<file path="src/rtl/sram_ctrl.sv">
// sram_ctrl: runs read/write cycles on an external asynchronous 16-bit SRAM,
// one request at a time, with registered strobes and programmable wait states.
module sram_ctrl #(
    parameter int AW      = 20,
    parameter int WAIT_RD = 2,
    parameter int WAIT_WR = 2,
    parameter int TURN    = 1
) (
    input  logic          clk,
    input  logic          rst,
    input  logic          req,
    input  logic          we,
    input  logic [1:0]    be,
    input  logic [21:0]   addr,
    input  logic [15:0]   d_in,
    output logic [15:0]   d_out,
    output logic          ack,
    output logic          busy,
    output logic [AW-1:0] sram_a,
    output logic [15:0]   sram_dq_o,
    output logic          sram_dq_oe,
    input  logic [15:0]   sram_dq_i,
    output logic          sram_ce_n,
    output logic          sram_oe_n,
    output logic          sram_we_n,
    output logic          sram_lb_n,
    output logic          sram_ub_n
);
    typedef enum logic [2:0] {S_IDLE, S_RD, S_WSETUP, S_WPULSE, S_WHOLD, S_TURN} state_t;

    state_t     r_state;
    logic [3:0] r_cnt;
    state_t     w_done_state;
    logic       w_done_busy;
    logic [3:0] w_turn_cnt;

    // With no turnaround the access finishes straight into IDLE.
    assign w_done_state = (TURN == 0) ? S_IDLE : S_TURN;
    assign w_done_busy  = (TURN != 0);
    assign w_turn_cnt   = 4'(TURN - 1);

    generate
        if (AW < 22) begin : g_unused
            logic w_unused;
            assign w_unused = ^addr[21:AW];
        end
    endgenerate

    always_ff @(posedge clk) begin
        if (rst) begin
            r_state    <= S_IDLE;
            r_cnt      <= 4'd0;
            d_out      <= 16'd0;
            ack        <= 1'b0;
            busy       <= 1'b0;
            sram_a     <= '0;
            sram_dq_o  <= 16'd0;
            sram_dq_oe <= 1'b0;
            sram_ce_n  <= 1'b1;
            sram_oe_n  <= 1'b1;
            sram_we_n  <= 1'b1;
            sram_lb_n  <= 1'b1;
            sram_ub_n  <= 1'b1;
        end else begin
            ack <= 1'b0;
            case (r_state)
                S_IDLE: if (req) begin
                    sram_a    <= addr[AW-1:0];
                    sram_dq_o <= d_in;
                    busy      <= 1'b1;
                    sram_ce_n <= 1'b0;
                    if (we) begin
                        r_state    <= S_WSETUP;
                        sram_lb_n  <= ~be[0];
                        sram_ub_n  <= ~be[1];
                        sram_dq_oe <= 1'b1;
                    end else begin
                        r_state   <= S_RD;
                        r_cnt     <= 4'(WAIT_RD);
                        sram_oe_n <= 1'b0;
                        sram_lb_n <= 1'b0;
                        sram_ub_n <= 1'b0;
                    end
                end
                S_RD: if (r_cnt == 4'd0) begin
                    d_out     <= sram_dq_i;
                    ack       <= 1'b1;
                    busy      <= w_done_busy;
                    r_state   <= w_done_state;
                    r_cnt     <= w_turn_cnt;
                    sram_ce_n <= 1'b1;
                    sram_oe_n <= 1'b1;
                    sram_lb_n <= 1'b1;
                    sram_ub_n <= 1'b1;
                end else begin
                    r_cnt <= r_cnt - 4'd1;
                end
                S_WSETUP: begin
                    r_state   <= S_WPULSE;
                    r_cnt     <= 4'(WAIT_WR);
                    sram_we_n <= 1'b0;
                end
                S_WPULSE: if (r_cnt == 4'd0) begin
                    r_state   <= S_WHOLD;
                    sram_we_n <= 1'b1;
                end else begin
                    r_cnt <= r_cnt - 4'd1;
                end
                S_WHOLD: begin
                    ack        <= 1'b1;
                    busy       <= w_done_busy;
                    r_state    <= w_done_state;
                    r_cnt      <= w_turn_cnt;
                    sram_dq_oe <= 1'b0;
                    sram_ce_n  <= 1'b1;
                    sram_lb_n  <= 1'b1;
                    sram_ub_n  <= 1'b1;
                end
                S_TURN: if (r_cnt == 4'd0) begin
                    r_state <= S_IDLE;
                    busy    <= 1'b0;
                end else begin
                    r_cnt <= r_cnt - 4'd1;
                end
                default: r_state <= S_IDLE;
            endcase
        end
    end
endmodule

</file>
<file path="config.mk">
export PLATFORM = sky130hd
export DESIGN_NAME = sram_ctrl
export DESIGN_NICKNAME = d
export VERILOG_FILES = /design/src/rtl/sram_ctrl.sv
export SDC_FILE = /design/constraint.sdc
export NUM_CORES = 1
export LEC_CHECK = 0
export ABC_CLOCK_PERIOD_IN_PS = 2900
export BUFFER_PORTS_ARGS = -buffer_cell sky130_fd_sc_hd__buf_2
export CORE_MARGIN = 2
export CORE_UTILIZATION = 41
export CTS_BUF_LIST = sky130_fd_sc_hd__clkbuf_16
export CTS_CLUSTER_DIAMETER = 200
export DETAILED_ROUTE_END_ITERATION = 12
export PLACE_DENSITY = 0.71
export SYNTH_ARGS = -nofsm -noshare
export SYNTH_HDL_FRONTEND = slang
export SYNTH_SLANG_ARGS = --single-unit
</file>
<file path="constraint.sdc">
create_clock -name clk -period 2.9 [get_ports clk]
set_input_delay 0.58 -clock clk [delete_from_list [all_inputs] [get_ports clk]]
set_output_delay 0.58 -clock clk [all_outputs]
set_load 0.005 [all_outputs]
</file>
# == Yosys cells after proc, flatten, opt, wreduce, memory -nomap -nowiden ==
# Cells that the tools add are included.
# classes
addsub,1
multipliers,0
n_div,0
n_lt_le_gt_ge,0
eq_ne,12
n_shift,0
mux,32
n_bitwise,2
reduce_logical,18
# op_table
operator,n
$pmux W4 S5,1
$pmux W3 S6,1
$mux W4,4
$reduce_and A4 Y1,4
$ne A2 B2 Y1 const B,7
$mux W1,13
$mux W3,4
$pmux W1 S3,3
$pmux W1 S2,4
$eq A3 B2 Y1 const B,2
$eq A3 B3 Y1 const B,2
$reduce_and A2 Y1,3
$reduce_and A3 Y1,2
$reduce_bool A2 Y1,3
$reduce_bool A5 Y1,1
$logic_not A4 Y1,1
$pmux W1 S4,1
$reduce_bool A4 Y1,1
$sub A4 B1 Y4 const B,1
$eq A3 B1 Y1 const B,1
$logic_not A3 Y1,1
$reduce_bool A3 Y1,1
$mux W2,1
$not A1 Y1,2
$reduce_or A2 Y1,1
# totals
reg_bits,67
latch_bits,0
mem_bits_rw,0
mem_bits_ro,0
in_bits,60
out_inout_bits,60
memories,0

# == Logic depth before layout (Yosys ltp) ==
# logic_depth
depth_word,4
ltp_mapped,8
ltp_nobuf,6

# == Worst setup path before layout ==
# OpenSTA, ideal clock, no wires.
# synth_path
kind,register to register
start,reg r_cnt[1]
end,reg r_cnt[2]
setup_time_ns,0.120
arrival_ns,1.476
required_ns,2.780
setup_slack_ns,1.305
path_stages_with_launch,8
n_path_buf,1
period_less_slack_ns,1.595
path_cell_list,dfxtp_1 > inv_1 > ha_1 > or3b_1 > clkbuf_2 > nand4b_1 > nor3b_1 > a211o_1
# synth_between
elab_chain_cells,3
# synth_rtl
element,line_no,rtl
"start, declared",32,logic [3:0] r_cnt;
"start signal, assigned",79,r_cnt <= 4'(WAIT_RD);
"start signal, assigned",90,r_cnt <= w_turn_cnt;
"start signal, assigned",96,r_cnt <= r_cnt - 4'd1;
$sub A4 B1 Y4 or $logic_not A4 Y1 (tied branches),-,
"$mux W4, or another cell as far along","103, 119",
$pmux W4 S5 or $reduce_and A4 Y1 (tied branches),-,
# Several ways; a longest one is shown, not always the timed one. The select of a mux whose other input is x is not followed.
# A chain may end at the register's enable or synchronous reset.

# == Final worst setup path ==
# layout_path
start,reg r_state[0]
end,reg sram_lb_n
# layout_between
elab_chain_cells,3
# layout_rtl
element,line_no,rtl
"start, declared",31,state_t r_state;
"start signal, assigned",89,r_state <= w_done_state;
"start signal, assigned",112,r_state <= w_done_state;
"$eq A3 B1 Y1, or another cell as far along",66,case (r_state)
$ne A2 B2 Y1 (no source line) or $reduce_bool A3 Y1 (tied branches),-,
$reduce_and A3 Y1 (no source line),-,
"end signal, assigned",74,sram_lb_n <= ~be[0];
"end, declared",26,"output logic sram_lb_n,"
# Several ways; a longest one is shown, not always the timed one.

==> flow_summary.json <==
{
  "status": "finished clean",
  "worstPathMaxFanout": 18,
  "grt_max_degree": 43,
  "pin_count": 120,
  "grt_overflow": 0,
  "cp-start-kind": "flop",
  "setup_viol": 0,
  "n_antenna_cell": 0,
  "drive_above_1_share": 0.3263,
  "routed_wl_mm": 5.987,
  "cellLeakagePower_uw": 0.001572,
  "power_uw": 3179,
  "yosys.area_share.xor_xnor": 0,
  "async_flop_share": 0,
  "synth_mux_area_frac": 0.01262,
  "yosys_register_bits": 67,
  "grt_pass1_vias": 2283,
  "place_congestion": 0.7941,
  "grt_usage": 0.1758,
  "synth_warnings": 0,
  "antenna_found_initial": 0,
  "fp-row-count": 28,
  "synthAdderAreaFrac": 0.009709,
  "fmax_mhz": 552.7,
  "syn_area_um2": 2577,
  "clock_latency_ns": 0.32,
  "r2r_start": "r_state[0]$_SDFFE_PP0P_",
  "synth_top_family_by_area": "simple AND/OR/NAND/NOR gates",
  "detail_route.wl_per_cell_um": 11.95,
  "hold_ws_ns": 0.4462,
  "grt_pass1_wl_mm": 10.04,
  "cts_resized": 0,
  "layoutNonFillerInstCount": 501,
  "portBuffers": 117,
  "endpoint_kind": "flop",
  "dp_hpwl_mm": 4.112,
  "min-delay-path-class": "flop to flop",
  "synth.largest_area_cell": "dfxtp_1",
  "fp.dieW_um": 83.29,
  "yosysMostFrequentCell": "nand2_1",
  "synth_edf_count": 0,
  "cts_tree": "yes",
  "hold_violations": 0,
  "first_iter_violations": 88,
  "syn-num-nets": 374,
  "syn-instance-count": 312,
  "post_cts_buffers": 0,
  "fin_crit_ns": 1.809,
  "dr_total_vias": 2397,
  "slew_headroom": 0.5392,
  "ir_drop_mv": 0.5157,
  "start_util": 0.4302,
  "die_area_um2": 6936,
  "tightest_slew_ns": 0.6890,
  "final_util": 0.5670,
  "area_growth_pct": 31.80,
  "hold_buffers": 0,
  "powerDensity_nw_per_um2": 935.8,
  "synthSimpleGateAreaFrac": 0.2369,
  "finalClockSkew_ns": 0.005641,
  "startpoint": "r_state[0]$_SDFFE_PP0P_",
  "synth_ff_type": "dfxtp_1",
  "first_pass_iters": 4,
  "hp-start": "sram_ce_n$_SDFFE_PP1P_",
  "rsz0062_at_grt": "false",
  "cts.clk_slew.worst_paths_ns": 0.05,
  "fp.dieH_um": 83.29,
  "setup_tns_ns": 0,
  "ys_seq_area_frac": 0.5204,
  "cp.required_ns": 3.14,
  "maxCapViolCount": 0,
  "numCtsBuffers": 9,
  "syn_avg_cell_area_um2": 8.261,
  "fin_nets": 483,
  "min_period_over_period": 0.6239,
  "synth_cell_types": 38,
  "avgViaCountPerCell": 4.784,
  "placedCellCount": 485,
  "synth_top_area_share": 0.5204,
  "synth_area_leaders": "dfxtp_1, nand2_1, a21oi_1",
  "h-tree-depth": 3,
  "synth_compound_area_frac": 0.1631,
  "antenna_left": 0,
  "cts_num_sinks": 67,
  "critPathKind": "flop to flop",
  "drcViolationCount": 0,
  "core-area_um2": 5991,
  "root_buffer": "clkbuf_16",
  "maxSlewViolCount": 0,
  "cts_max_path_buffers": 2,
  "cp_data_arrival_time_ns": 2.05,
  "synthTopCellsByCount": "nand2_1, dfxtp_1, a21oi_1"
}
final timing paths:
check / to / slack [ns] / depth (start not counted)
min reg2reg: sram_ce_n$_SDFFE_PP1P_ / 0.45 / 2
max reg2reg: sram_lb_n$_SDFFE_PP1P_ / 1.09 / 4
max: sram_lb_n$_SDFFE_PP1P_ / 1.09 / 4
min: sram_ce_n$_SDFFE_PP1P_ / 0.45 / 2
cells by family after synthesis:
logic type,Yosys count
fa+ha+maj,2
buf+inv,25
simple gates,139
mux,3
compound gates,76
flops,67
routing by layer:
| metal | track usage | share of wire |
|---|---|---|
| met1 | 0.2061 | 0.45 |
| met2 | 0.2925 | 0.46 |
| met3 | 0.05567 | 0.077 |
| met4 | 0.08048 | 0.012 |
| met5 | 0 | 0 |
layout by cell type, fill, tap and decap left out, types with 2 or more instances in the layout:
cell type  instances
buf_2            117
nand2_1          111
dfxtp_1           67
a21oi_1           60
nor2_1            10
clkbuf_16          9
inv_1              6
o21ai_0            4
nor3b_1            3
buf_4              3
or3_1              2
mux2_2             2
nor3_1             2
o21bai_1           2
o211ai_1           2
ha_1               2
clkinv_2           2
clkinv_1           2
worst max-delay path, stage by stage, from the launching register on:
cell and delay (ns):
dfxtp_1 0.62, nand4bb_4 0.21, nor3_4 0.57, nor2_1 0.19, o211ai_1 0.14
power by group:
group	internal [uW]	switching (uW)
sequential	1130	151
clock	558	349
combinational	434	555
total	2120	1060
layout make-up:
type,count,area (um^2)
Fill cell,586,2594
Sequential cell,67,1341
Multi-Input combinational cell,220,1089
Timing Repair Buffer,120,608.1
Clock buffer,9,225.2
Tap cell,75,93.84
Clock inverter,7,28.78
Inverter,3,11.26
through the flow:
stage | cell area (um^2) | setup WS, ns
after floorplan | 2577 | 1.305
after global placement | 3143 | 1.105
after detailed placement | 3143 | 1.049
after CTS | 3397 | 1.057
after global routing | 3397 | 0.9496
final | 3397 | 1.091
registers in the layout, indices dropped and copies added, names as in the netlist:
name        cells
sram_dq_o      16
sram_ub_n       1
sram_dq_oe      1
busy            1
d_out          16
r_cnt           4
sram_we_n       1
sram_ce_n       1
sram_a         20
sram_oe_n       1
ack             1
sram_lb_n       1
r_state         3
(Power assumes the default switching activity.)
